===== src/rtl/m68k_bus_responder.sv =====
// m68k_bus_responder: 68000 target-side responder for a four-word register window.
// Qualifies the synchronized AS/DS strobes, counts MC-clock falls, then drives DTACK and read data.
module m68k_bus_responder #(
  parameter logic [22:0] BASE_ADDR   = 23'h7C0000,
  parameter int unsigned WAIT_STATES = 2
) (
  input  logic        SYSCLK,
  input  logic        RESET_N,
  input  logic        MCCLK_FALLING,
  input  logic        MCCLK_RISING,
  input  logic        AS_N,
  input  logic        UDS_N,
  input  logic        LDS_N,
  input  logic        RW,
  input  logic [22:0] ADDR,
  input  logic [15:0] DATA_IN,
  input  logic [15:0] STATUS_IN,
  output logic [15:0] DATA_OUT,
  output logic        DATA_OE,
  output logic        DTACK_N,
  output logic        DTACK_OE,
  output logic [47:0] REGS
);

  localparam logic [3:0] WAIT_INIT = 4'(WAIT_STATES);

  typedef enum logic [2:0] {
    S_IDLE,
    S_IGNORE,
    S_WAIT,
    S_ACK,
    S_RELEASE
  } state_t;

  state_t      state;
  logic [1:0]  as_sync;
  logic [1:0]  uds_sync;
  logic [1:0]  lds_sync;
  logic [3:0]  cnt;
  logic [1:0]  idx;
  logic        rd;
  logic        upper_en;
  logic        lower_en;
  logic [15:0] r0;
  logic [15:0] r1;
  logic [15:0] r2;

  logic as_high;
  logic ds_act;
  logic in_window;
  logic unused_rising;

  assign as_high       = as_sync[1];
  assign ds_act        = !uds_sync[1] || !lds_sync[1];
  assign in_window     = (ADDR[22:2] == BASE_ADDR[22:2]);
  assign unused_rising = MCCLK_RISING;
  assign REGS          = {r2, r1, r0};

  function automatic logic [15:0] merge_bytes(input logic [15:0] old_val,
                                              input logic [15:0] new_val,
                                              input logic        upper,
                                              input logic        lower);
    logic [15:0] result;
    result = old_val;
    if (upper) result[15:8] = new_val[15:8];
    if (lower) result[7:0]  = new_val[7:0];
    return result;
  endfunction

  // Stage [1] of each synchronizer is the settled value; both stages reset negated.
  always_ff @(negedge SYSCLK or negedge RESET_N) begin
    if (!RESET_N) begin
      as_sync  <= 2'b11;
      uds_sync <= 2'b11;
      lds_sync <= 2'b11;
    end else begin
      as_sync  <= {as_sync[0], AS_N};
      uds_sync <= {uds_sync[0], UDS_N};
      lds_sync <= {lds_sync[0], LDS_N};
    end
  end

  always_ff @(negedge SYSCLK or negedge RESET_N) begin
    if (!RESET_N) begin
      state    <= S_IDLE;
      cnt      <= 4'd0;
      idx      <= 2'd0;
      rd       <= 1'b0;
      upper_en <= 1'b0;
      lower_en <= 1'b0;
      r0       <= 16'h0000;
      r1       <= 16'h0000;
      r2       <= 16'h0000;
      DATA_OUT <= 16'h0000;
      DATA_OE  <= 1'b0;
      DTACK_N  <= 1'b1;
      DTACK_OE <= 1'b0;
    end else begin
      case (state)
        S_IDLE: begin
          if (!as_high && in_window && ds_act) begin
            idx      <= ADDR[1:0];
            rd       <= RW;
            upper_en <= !uds_sync[1];
            lower_en <= !lds_sync[1];
            cnt      <= WAIT_INIT;
            state    <= S_WAIT;
          end else if (!as_high && !in_window) begin
            state <= S_IGNORE;
          end
        end

        S_IGNORE: begin
          if (as_high) state <= S_IDLE;
        end

        // An abort takes priority over a coincident MC-clock falling strobe.
        S_WAIT: begin
          if (as_high) begin
            state <= S_IDLE;
          end else if (MCCLK_FALLING) begin
            if (cnt == 4'd0) begin
              state    <= S_ACK;
              DTACK_N  <= 1'b0;
              DTACK_OE <= 1'b1;
              DATA_OE  <= rd;
              if (rd) begin
                case (idx)
                  2'd0:    DATA_OUT <= r0;
                  2'd1:    DATA_OUT <= r1;
                  2'd2:    DATA_OUT <= r2;
                  default: DATA_OUT <= STATUS_IN;
                endcase
              end else begin
                case (idx)
                  2'd0:    r0 <= merge_bytes(r0, DATA_IN, upper_en, lower_en);
                  2'd1:    r1 <= merge_bytes(r1, DATA_IN, upper_en, lower_en);
                  2'd2:    r2 <= merge_bytes(r2, DATA_IN, upper_en, lower_en);
                  default: ;
                endcase
              end
            end else begin
              cnt <= cnt - 4'd1;
            end
          end
        end

        // DTACK is driven high for one cycle before the pin is tristated.
        S_ACK: begin
          if (as_high) begin
            state    <= S_RELEASE;
            DTACK_N  <= 1'b1;
            DTACK_OE <= 1'b1;
            DATA_OE  <= 1'b0;
          end
        end

        S_RELEASE: begin
          state    <= S_IDLE;
          DTACK_N  <= 1'b1;
          DTACK_OE <= 1'b0;
          DATA_OE  <= 1'b0;
        end

        default: begin
          state    <= S_IDLE;
          DTACK_N  <= 1'b1;
          DTACK_OE <= 1'b0;
          DATA_OE  <= 1'b0;
        end
      endcase
    end
  end

endmodule

===== config.mk =====
export PLATFORM = sky130hd
export DESIGN_NAME = m68k_bus_responder
export DESIGN_NICKNAME = d
export VERILOG_FILES = /design/src/rtl/m68k_bus_responder.sv
export SDC_FILE = /design/constraint.sdc
export NUM_CORES = 1
export LEC_CHECK = 0
export CAP_MARGIN = 30
export CORE_MARGIN = 2
export CORE_UTILIZATION = 57
export CTS_BUF_LIST = sky130_fd_sc_hd__clkbuf_16
export CTS_CLUSTER_SIZE = 40
export DETAILED_ROUTE_END_ITERATION = 6
export DONT_BUFFER_PORTS = 1
export HOLD_SLACK_MARGIN = 0.05
export PLACE_DENSITY = 0.73
export RECOVER_POWER = 50
export SLEW_MARGIN = 20
export SYNTH_ARGS = -nofsm -noshare
export SYNTH_HDL_FRONTEND = slang
export SYNTH_SLANG_ARGS = --single-unit
export TNS_END_PERCENT = 100

===== constraint.sdc =====
create_clock -name SYSCLK -period 2 [get_ports SYSCLK]
set_input_delay 0.4 -clock SYSCLK [delete_from_list [all_inputs] [get_ports SYSCLK]]
set_output_delay 0.4 -clock SYSCLK [all_outputs]
set_load 0.02 [all_outputs]

# Word-level counts from Yosys, hierarchy flattened
# Index checks and enable logic that the tools add are counted.
op_classes:
  addsub: 1
  n_eq_ne: 16
  muxes: 28
  bitwise_logic: 3
  n_reduce_logical: 24
ops:
  columns: ["operator", "count"]
  rows:
  - ["$pmux W16 S3", 1]
  - ["$reduce_and A7 Y1", 6]
  - ["$eq A21 B21 Y1 const B", 1]
  - ["$mux W3", 7]
  - ["$reduce_and A5 Y1", 4]
  - ["$mux W4", 4]
  - ["$ne A2 B2 Y1 const B", 7]
  - ["$pmux W3 S4", 1]
  - ["$mux W1", 11]
  - ["$ne A3 B3 Y1 const B", 3]
  - ["$pmux W1 S3", 3]
  - ["$pmux W4 S2", 1]
  - ["$eq A3 B2 Y1 const B", 2]
  - ["$logic_not A1 Y1", 4]
  - ["$logic_not A4 Y1", 1]
  - ["$sub A4 B1 Y4 const B", 1]
  - ["$eq A3 B1 Y1 const B", 1]
  - ["$logic_and A1 B1 Y1", 3]
  - ["$logic_not A3 Y1", 1]
  - ["$not A1 Y1", 3]
  - ["$eq A2 B1 Y1 const B", 1]
  - ["$eq A2 B2 Y1 const B", 1]
  - ["$logic_not A2 Y1", 1]
  - ["$reduce_and A2 Y1", 1]
  - ["3 further kinds", 3]
word_totals:
  register_bits: 85
  out_inout_bits: 67
  word_cells: 91

# Logic depth before layout (Yosys ltp)
# Gate-level depths: netlist of the first run.
depth:
  ltp_word: 6
  depth_mapped: 7
  mapped_depth_nobuf: 6

==> results by group, run 1 <==
Critical path
  • FF-to-FF setup slack: 0.05 ns
  • Crit path kind: reg -> out
  • Required time of the critical path: 1.60 ns
  • Reg2Reg Depth: 8
  • FF-to-FF Start: cnt[1]$_DFFE_NN0P_
  • R2R Path End: r0[13]$_DFFE_NN0P_
  • WP data arrival: 2.00 ns
  • Critical path launch point type: register
  • CP Max Fanout: 2
  • CP endpoint kind: primary output

Floorplanning
  • Num rows: 30
  • Die H: 86.69 um
  • Die Wd: 86.69 um
  • Die area: 7515 um^2
  • Initial Utilization: 58.01%
  • CORE AREA: 6719 um^2
  • Ports: 130

Min path
  • Worst Hold End: as_sync[1]$_DFF_NN1_
  • Hold path start: as_sync[0]$_DFF_NN1_
  • Hold Crit Class: reg -> reg
  • Worst hold path depth: 0

Global routing
  • Initial antenna violation count: 0
  • Largest net degree at the start of global routing: 86
  • Vias in the first global route: 2506
  • GRT Total Usage: 23.78%
  • Gr ovfl total: 0
  • Global-route wire length before repair: 13.32 mm

Finish
  • Post-layout util: 71.55%
  • Area Growth Syn to Fin: 23.34%
  • Fillers: 433
  • NumNets Final: 365
  • N_diodes: 0
  • Layout cells sized above 1: 52.13%

Synthesis
  • Cell taking the most area after synthesis: dfrtn_1
  • Synth Register Bits: 85
  • Dominant cells by area after synthesis: dfrtn_1 (50%), mux2_2 (20%), mux4_2 (5.2%)
  • YS warnings: 0
  • Synthesized Nets: 322
  • Unique masters post-synth: 42
  • Avg Cell Area, Syn: 15.17 um^2
  • Cell area after synthesis: 3897 um^2
  • Yosys top cell area share: 50.08%
  • Register area share after synthesis: 54.80%
  • Mapped Cells: 257

Clock tree
  • Worst-path clk slew: 0.04 ns
  • CTS tree: done
  • Clock latency on the worst-skew pair: 0.39 ns
  • Clock Root Buffer: clkbuf_16
  • Number of clock buffers inserted by TritonCTS: 9
  • Cts-stage hold buffer count: 0
  • H-Tree Depth: 3
  • CTS max path bufs: 2
  • # clock sinks: 85

Drt
  • Drt total wl: 8.813 mm
  • Pre-antenna DRT Iters: 4
  • Iter 0 DRT Violations: 84
  • DR DRC count: 0
  • Via density: 6.281
  • Vias: 2418
  • Antenna Violating Nets Remaining: 0
  • Wirelength per Cell: 22.89 um

Run status
  • Status: finished with violations
  • Failing checks: negative setup slack

Placed design
  • Dpl hpwl: 5.816 mm
  • Final Wtd Congestion: 0.7854
  • Buffers on Ports: 0

Timing
  • Unrepaired setup endpoints after global routing: yes
  • Setup ws final: -0.3996 ns
  • Hold Vio Cnt, Final: 0
  • Setup TNS: -35.98 ns
  • Relative max-transition margin: 68.62%
  • # setup viols final: 143
  • Final Max Slew Viols: 0
  • Worst slew pin tran: 0.4689 ns
  • Clk_skew: 0.05777 ns

Power and ir drop
  • Worst vdd ir: 0.4929 mV
  • Static Leakage: 0.002287 uW
  • PD cells: 698.6 nW/um^2

Run
  • Max_cap viols: 0
-- where the power goes --
part           switching, uW  internal [uW]
sequential              7.20           1740
clock                    720            861
combinational           12.6           14.9
-- final cells by class --
cell class / count / area (um^2) / share of cell area [%]
Tap cell: 80 / 100.1 / 2.082
Clock buffer: 9 / 225.2 / 4.685
Clock inverter: 14 / 75.07 / 1.562
Timing Repair Buffer: 35 / 337.8 / 7.028
Multi-Input combinational cell: 153 / 1899 / 39.51
Sequential cell: 85 / 2136 / 44.43
Inverter: 9 / 33.78 / 0.7028
-- worst max path at each step --
stage | slack (ns) | to | from | cells past startpoint
2_1_floorplan | -0.67 | idx[0]$_DFFE_NN0P_ | ADDR[2] | 5
3_3_place_gp | -0.66 | idx[0]$_DFFE_NN0P_ | ADDR[2] | 4
3_5_place_dp | -0.70 | rd$_DFFE_NN0P_ | ADDR[2] | 4
4_1_cts | -0.40 | DTACK_N | DTACK_N$_DFFE_NN1P_ | 0
5_1_grt | -0.41 | DTACK_N | DTACK_N$_DFFE_NN1P_ | 0
6_report | -0.40 | DTACK_N | DTACK_N$_DFFE_NN1P_ | 0
-- routing by layer --
| layer | track usage, % | vias to the layer above | routed length [um] |
|---|---|---|---|
| met5 | 0 | - | 0 |
| met4 | 8.381 | 0 | 168 |
| met3 | 7.524 | 15 | 583 |
| met2 | 41.12 | 97 | 4499 |
| met1 | 27.93 | 1242 | 3561 |
| li1 | - | 1064 | - |
-- stage by stage --
| stage | area, um^2 | power, uW | hold slack, ns | cells | setup WS, ns |
|---|---|---|---|---|---|
| 2_1_floorplan | 4004 | 1818 | 0.3452 | 257 | -0.6704 |
| 3_3_place_gp | 4287 | 1824 | 0.3453 | 356 | -0.6633 |
| 3_5_place_dp | 4287 | 1825 | 0.3473 | 356 | -0.7042 |
| 4_1_cts | 4738 | 3382 | 0.3523 | 382 | -0.4048 |
| 5_1_grt | 4807 | 3460 | 0.3534 | 385 | -0.4125 |
| 6_report | 4807 | 3358 | 0.3504 | 385 | -0.3996 |
-- flip-flops by register name (all words and copies together), names as in the netlist, 2 cells and up --
register	flops
r2	16
lds_sync	2
uds_sync	2
r0	16
r1	16
cnt	4
as_sync	2
DATA_OUT	16
state	3
idx	2
-- cell usage in the layout, fill, tap and decap left out, types with 2 or more instances in the layout --
cell / count
o21ai_0: 3
a32o_1: 2
dfstp_2: 7
inv_1: 16
ha_1: 2
clkbuf_16: 9
a21oi_1: 3
buf_4: 22
nand2_1: 5
mux2i_1: 3
nand3_2: 2
and3_4: 2
nor3_1: 2
nor4_1: 2
clkinv_2: 3
a41oi_2: 2
mux2_4: 21
nand2_8: 4
nor4_4: 4
nor2b_1: 2
nand2b_1: 2
buf_6: 10
mux4_2: 9
nor3_2: 3
dfrtn_1: 78
buf_12: 3
clkinv_4: 2
mux4_1: 7
mux2_2: 47
nor2_1: 7
-- what timing repair did --
item,4_1_cts,5_1_grt
gates cloned,2,0
gates resized for setup,22,10
pin swaps,8,6
endpoints found under the setup margin,140,142
buffers inserted,2,5
-- cells by family after synthesis --
group,after synthesis,synth area share (%)
adders and majority gates,2,0.6420
and+or+nand+nor,46,8.283
muxes,87,30.34
buffers and inverters,21,2.857
DFF,85,54.80
AOI/OAI and AO/OA,16,3.082
-- synthesized netlist by cell type, drive strengths merged --
master	n
nand2b	2
mux4	16
o41ai	2
mux2	68
a32o	2
inv	10
nand4bb	1
nor2b	2
and4	2
a22oi	1
nand2	8
a211o	1
o21ai	3
mux2i	3
buf	8
nand4	1
or3	2
nand3b	1
a21oi	3
dfstp	7
nor3	5
a311o	1
or4	1
dfrtn	78
and3	3
and2	1
clkbuf	3
ha	2
nand4b	1
nor2	7
or4b	1
a41oi	2
nor4	6
a311oi	1
nand3	2
Note: power is estimated with default switching activity, not from simulation.
==> inputs of run 2 (changes only) <==
--- a/config.mk
+++ b/config.mk
@@ -15,6 +15,7 @@
 export HOLD_SLACK_MARGIN = 0.05
 export PLACE_DENSITY = 0.73
 export RECOVER_POWER = 50
+export SETUP_SLACK_MARGIN = 0.02
 export SLEW_MARGIN = 20
 export SYNTH_ARGS = -nofsm -noshare
 export SYNTH_HDL_FRONTEND = slang
==> results of run 2 <==
Final layout, timing and power as in run 1 (identical DEF).
==> inputs of run 3 (changes only) <==
--- a/config.mk
+++ b/config.mk
@@ -7,13 +7,13 @@
 export LEC_CHECK = 0
 export CAP_MARGIN = 30
 export CORE_MARGIN = 2
-export CORE_UTILIZATION = 57
+export CORE_UTILIZATION = 40
 export CTS_BUF_LIST = sky130_fd_sc_hd__clkbuf_16
 export CTS_CLUSTER_SIZE = 40
 export DETAILED_ROUTE_END_ITERATION = 6
 export DONT_BUFFER_PORTS = 1
 export HOLD_SLACK_MARGIN = 0.05
-export PLACE_DENSITY = 0.73
+export PLACE_DENSITY = 0.54
 export RECOVER_POWER = 50
 export SETUP_SLACK_MARGIN = 0.02
 export SLEW_MARGIN = 20
==> run 3 against run 2 <==
Effect of this change:
- worst setup slack better by 0.019 ns
- highest routed layer unchanged
- count of clock-buffer cells in the layout unchanged
- global-route usage down 6.1 points
- critical endpoint unchanged
- die area up 40%
- final cell count up 13%
- final area up 2.2%
- wire length up 2.5%
- the flow still finishes with violations (negative setup slack)
- clock skew down 0.0079 ns
- critical path depth unchanged
==> results by group, run 3 (synthesis results as in run 1) <==
Timing
  • Clk_skew: 0.04983 ns
  • Worst slew pin tran: 0.5349 ns
  • Relative max-transition margin: 64.21%
  • Unrepaired setup endpoints after global routing: yes
  • Setup ws final: -0.3802 ns
  • Hold Vio Cnt, Final: 0
  • # setup viols final: 142
  • Final Max Slew Viols: 0

Min path
  • Hold path start: uds_sync[0]$_DFF_NN1_
  • Hold Crit Class: reg -> reg

Drt
  • Antenna Violating Nets Remaining: 0
  • Drt total wl: 9.033 mm
  • Via density: 5.509
  • Pre-antenna DRT Iters: 6
  • DR DRC count: 0
  • Iter 0 DRT Violations: 78
  • Vias: 2402
  • Wirelength per Cell: 20.72 um

Floorplanning
  • Die H: 102.7 um
  • Die area: 10550 um^2
  • Initial Utilization: 40.62%
  • Die Wd: 102.7 um
  • Num rows: 36
  • Ports: 130
  • CORE AREA: 9594 um^2

Clock tree
  • CTS tree: done
  • Number of clock buffers inserted by TritonCTS: 9
  • CTS max path bufs: 2
  • Worst-path clk slew: 0.03 ns
  • Clock Root Buffer: clkbuf_16
  • H-Tree Depth: 3
  • Cts-stage hold buffer count: 0
  • # clock sinks: 85
  • Clock latency on the worst-skew pair: 0.38 ns

Placed design
  • Final Wtd Congestion: 0.7513
  • Dpl hpwl: 5.932 mm
  • Placed instance area: 4345 um^2
  • Buffers on Ports: 0
  • Placed cells: 408

Global routing
  • GRT Total Usage: 17.70%
  • Gr ovfl total: 0
  • Met3 Usage GRT: 5.220%
  • Initial antenna violation count: 0
  • Met1 usage: 21.85%
  • Most Crowded Layer GR: met2
  • Global-route wire length before repair: 13.70 mm
  • Largest net degree at the start of global routing: 86
  • Vias in the first global route: 2470
  • GRT met2 Usage: 28.96%

Finish
  • Layout cells sized above 1: 51.82%
  • Commonest non-fill, non-tap cells in the layout: dfrtn_1 (78), mux2_2 (49), buf_4 (22), mux2_4 (19), inv_1 (17)
  • N_diodes: 0
  • NumNets Final: 363
  • Final non-filler cell area: 4912 um^2
  • Fillers: 816
  • Non-Filler Instances: 436
  • Commonest non-fill, non-tap cell in the layout: dfrtn_1
  • Area Growth Syn to Fin: 26.04%

Run
  • Max_cap viols: 0

Power and ir drop
  • PD cells: 703.3 nW/um^2
  • Worst vdd ir: 0.4236 mV
  • Static Leakage: 0.002265 uW

Critical path
  • FF-to-FF Start: state[2]$_DFFE_NN0P_
  • CP Max Fanout: 2
  • Crit path kind: reg -> out
  • CP endpoint kind: primary output
  • WP data arrival: 1.98 ns
  • Required time of the critical path: 1.60 ns
  • Crit path from: DTACK_N$_DFFE_NN1P_
  • Critical path launch point type: register

Run status
  • Failing checks: negative setup slack
  • Status: finished with violations
[run 3: report_power, final]
part	internal [uW]	switching, uW
clock	976	702
sequential	1740	7.03
combinational	15.6	12.3
total	2730	722
[run 3: layout make-up]
cell class	count	area, um^2	area share, %
repair buffers	33	331.6	6.750
clock inverters	14	91.34	1.859
clock buffers	9	225.2	4.585
multi-input cells	153	1928	39.25
well taps	133	166.4	3.388
inverters	9	33.78	0.6877
flip-flops and latches	85	2136	43.48
[run 3: path summary, 6_finish.rpt]
kind	to	slack (ns)	depth (start not counted)
worst max register to register	r2[9]$_DFFE_NN0P_	0.09	5
max in group asynchronous	lds_sync[1]$_DFF_NN1_	1.08	0
min in group asynchronous	DATA_OUT[4]$_DFFE_NN0P_	0.64	0
worst min-delay path	uds_sync[1]$_DFF_NN1_	0.35	0
worst max-delay path	DTACK_N	-0.38	0
worst min register to register	uds_sync[1]$_DFF_NN1_	0.35	0
[run 3: through the flow]
step                      total power (uW)  util, %  TNS (ns)  hold slack, ns  setup slack, ns
after floorplan                       1818        -    -36.93          0.3452          -0.6704
after global placement                1825    45.29    -45.11          0.3454          -0.6740
after detailed placement              1826    45.29    -45.77          0.3473          -0.7086
after CTS                             3511    50.68    -35.31          0.3522          -0.3937
after global routing                  3620    51.20    -40.96          0.3538          -0.4228
final                                 3455    51.20    -34.93          0.3506          -0.3802
[run 3: what timing repair did]
item | in CTS | in global routing
buffers inserted | 5 | 4
cloned | 2 | 0
pin swaps | 9 | 6
resized for setup | 26 | 9
setup endpoints to repair | 141 | 143
[run 3: routing by layer]
metal / up-vias / share of wire [%]
met5: - / 0
met4: 0 / 1.9
met3: 11 / 8.4
met2: 99 / 50
met1: 1229 / 39
li1: 1063 / -
==> patch, RTL diff (config.mk and constraints of run 3) <==
Encoding of `state_t`: now one-hot (5 bits for 5 states).
--- a/src/rtl/m68k_bus_responder.sv
+++ b/src/rtl/m68k_bus_responder.sv
@@ -24,12 +24,12 @@
 
   localparam logic [3:0] WAIT_INIT = 4'(WAIT_STATES);
 
-  typedef enum logic [2:0] {
-    S_IDLE,
-    S_IGNORE,
-    S_WAIT,
-    S_ACK,
-    S_RELEASE
+  typedef enum logic [4:0] {
+    S_IDLE    = 5'b00001,
+    S_IGNORE  = 5'b00010,
+    S_WAIT    = 5'b00100,
+    S_ACK     = 5'b01000,
+    S_RELEASE = 5'b10000
   } state_t;
 
   state_t      state;
Check against the original RTL: no difference found for any inputs over 4 cycles, from zero or initial values and one cycle with RESET_N low; so few cycles prove little.
==> patch against run 3 <==
  * The flow still finishes with violations (setup timing)
  * Area after synthesis is 2.6% higher
  * Final cell count is 9.6% higher
  * Die area is 2.5% higher
  * Setup slack worse by 0.13 ns
  * Non-clock buffer count is 26 higher
  * Sequential cell count is 2 higher
  * Count of clock-buffer cells in the layout is 1 higher
  * Wire length is 4.7% higher
  * Register-to-register slack worse by 0.60 ns
  * Critical path type is now reg -> reg
  * Cell area is 7.4% higher
Power is not compared: it rests on default switching activity, and its combinational part moved more than twofold at a synthesized area within 25%.
==> patch: results (changes against run 3) <==
- Status: finished with violations
- Failing checks: setup timing
- Setup Buffers After CTS: 6 (+1)
- Mapped Cells: 275 (+7.0%)
- DRT Pass-1 Iters: 4 (-2)
- Sequential area share after synthesis: 54.7% (-0.12 points)
- Worst reg2reg path depth: 6 (+1)
- Met3 WL post-DR: 632 um (-17%)
- Arrival @ worst endpoint: 3.69 ns (+1.71 ns)
- Post-synth top cells: dfrtn_1, mux2_2, mux4_2, nand2_1, o21ai_0
- Yosys cell types: 41 (-2.4%)
- Wire per inst: 19.8 um (-4.5%)
- Net count after synthesis: 340 (+5.6%)
- Worst-path fanout max: 8 (+6)
- Fin Setup TNS: -40.55 ns (-5.62 ns)
- Setup violations, final: 143 (+0.70%)
- Wire length on met2: 4580 um (+0.55%)
- Largest net degree at the start of global routing: 88 (+2.3%)
- GR Util All Layers: 18.1% (+0.42 points)
- Filler cell count in the final layout: 829 (+1.6%)
- RePlAce Congestion: 0.829 (+10%)
- Global Route met3 Usage: 4.89% (-0.33 points)
- Hpwl dp: 6740 um (+14%)
- Post-Route Skew: 0.0514 ns (+0.00155 ns)
- Nets: 406 (+12%)
- Reg-to-reg startpoint: cnt[0]
- Final worst setup slack: -0.510 ns (-0.129 ns)
- Met1 WL: 4000 um (+13%)
- Met2 Resource Use GR: 28.5% (-0.43 points)
- Vias in the first global route: 2676 (+8.3%)
- CTS resizes: 22 (-15%)
- First-iteration detailed-routing DRC count: 64 (-18%)
- Met1 Use GR: 23.0% (+1.2 points)
patch: through the flow:
| stage | power (W) | utilization [%] | hold slack, ns |
|---|---|---|---|
| after detailed placement | 0.00214 | 48.8 | 0.348 |
| after floorplan | 0.00208 | - | 0.345 |
| after global placement | 0.00214 | 48.8 | 0.346 |
| after global routing | 0.00393 | 54.2 | 0.347 |
| final | 0.00378 | 54.2 | 0.349 |
| after CTS | 0.00381 | 53.4 | 0.354 |
patch: layout make-up:
type                    instances  area share, %
repair buffers                 59           9.66
well taps                     133           3.16
multi-input cells             169           39.2
flip-flops and latches         87           41.5
clock buffers                  10           4.74
clock inverters                13           1.23
inverters                       7          0.498
patch: worst min-delay path by stage:
stage                start           to  slack [ns]
5_1_grt        lds_sync[0]  lds_sync[1]        0.35
4_1_cts         as_sync[0]   as_sync[1]        0.35
3_3_place_gp   lds_sync[0]  lds_sync[1]        0.35
3_5_place_dp   uds_sync[0]  uds_sync[1]        0.35
6_report        as_sync[0]   as_sync[1]        0.35
2_1_floorplan   as_sync[0]   as_sync[1]        0.35
patch: report_power, final:
part	switching, W	internal (W)	leakage (nW)	total [W]
Clock	0.000691	0.000979	0.193	0.00167
Sequential	0.0000445	0.00182	1.19	0.00187
Combinational	0.000113	0.000126	1.11	0.000239
patch: critical path, cell delays in order (launching register included):
cell and delay (ns):
dfrtn_1 0.35, inv_2 0.08, ha_4 0.13, or3b_4 0.38
or4b_4 0.50, or4_4 0.56, mux2_4 0.33
patch: cells by family after synthesis:
family	after synthesis	share of synthesized area [%]
and+or+nand+nor	57	9.29
adders and majority gates	2	0.625
xor gates and xnor gates	1	0.219
buffers and inverters	19	2.25
muxes	83	28.6
DFF	87	54.7
AOI/OAI and AO/OA	26	4.32
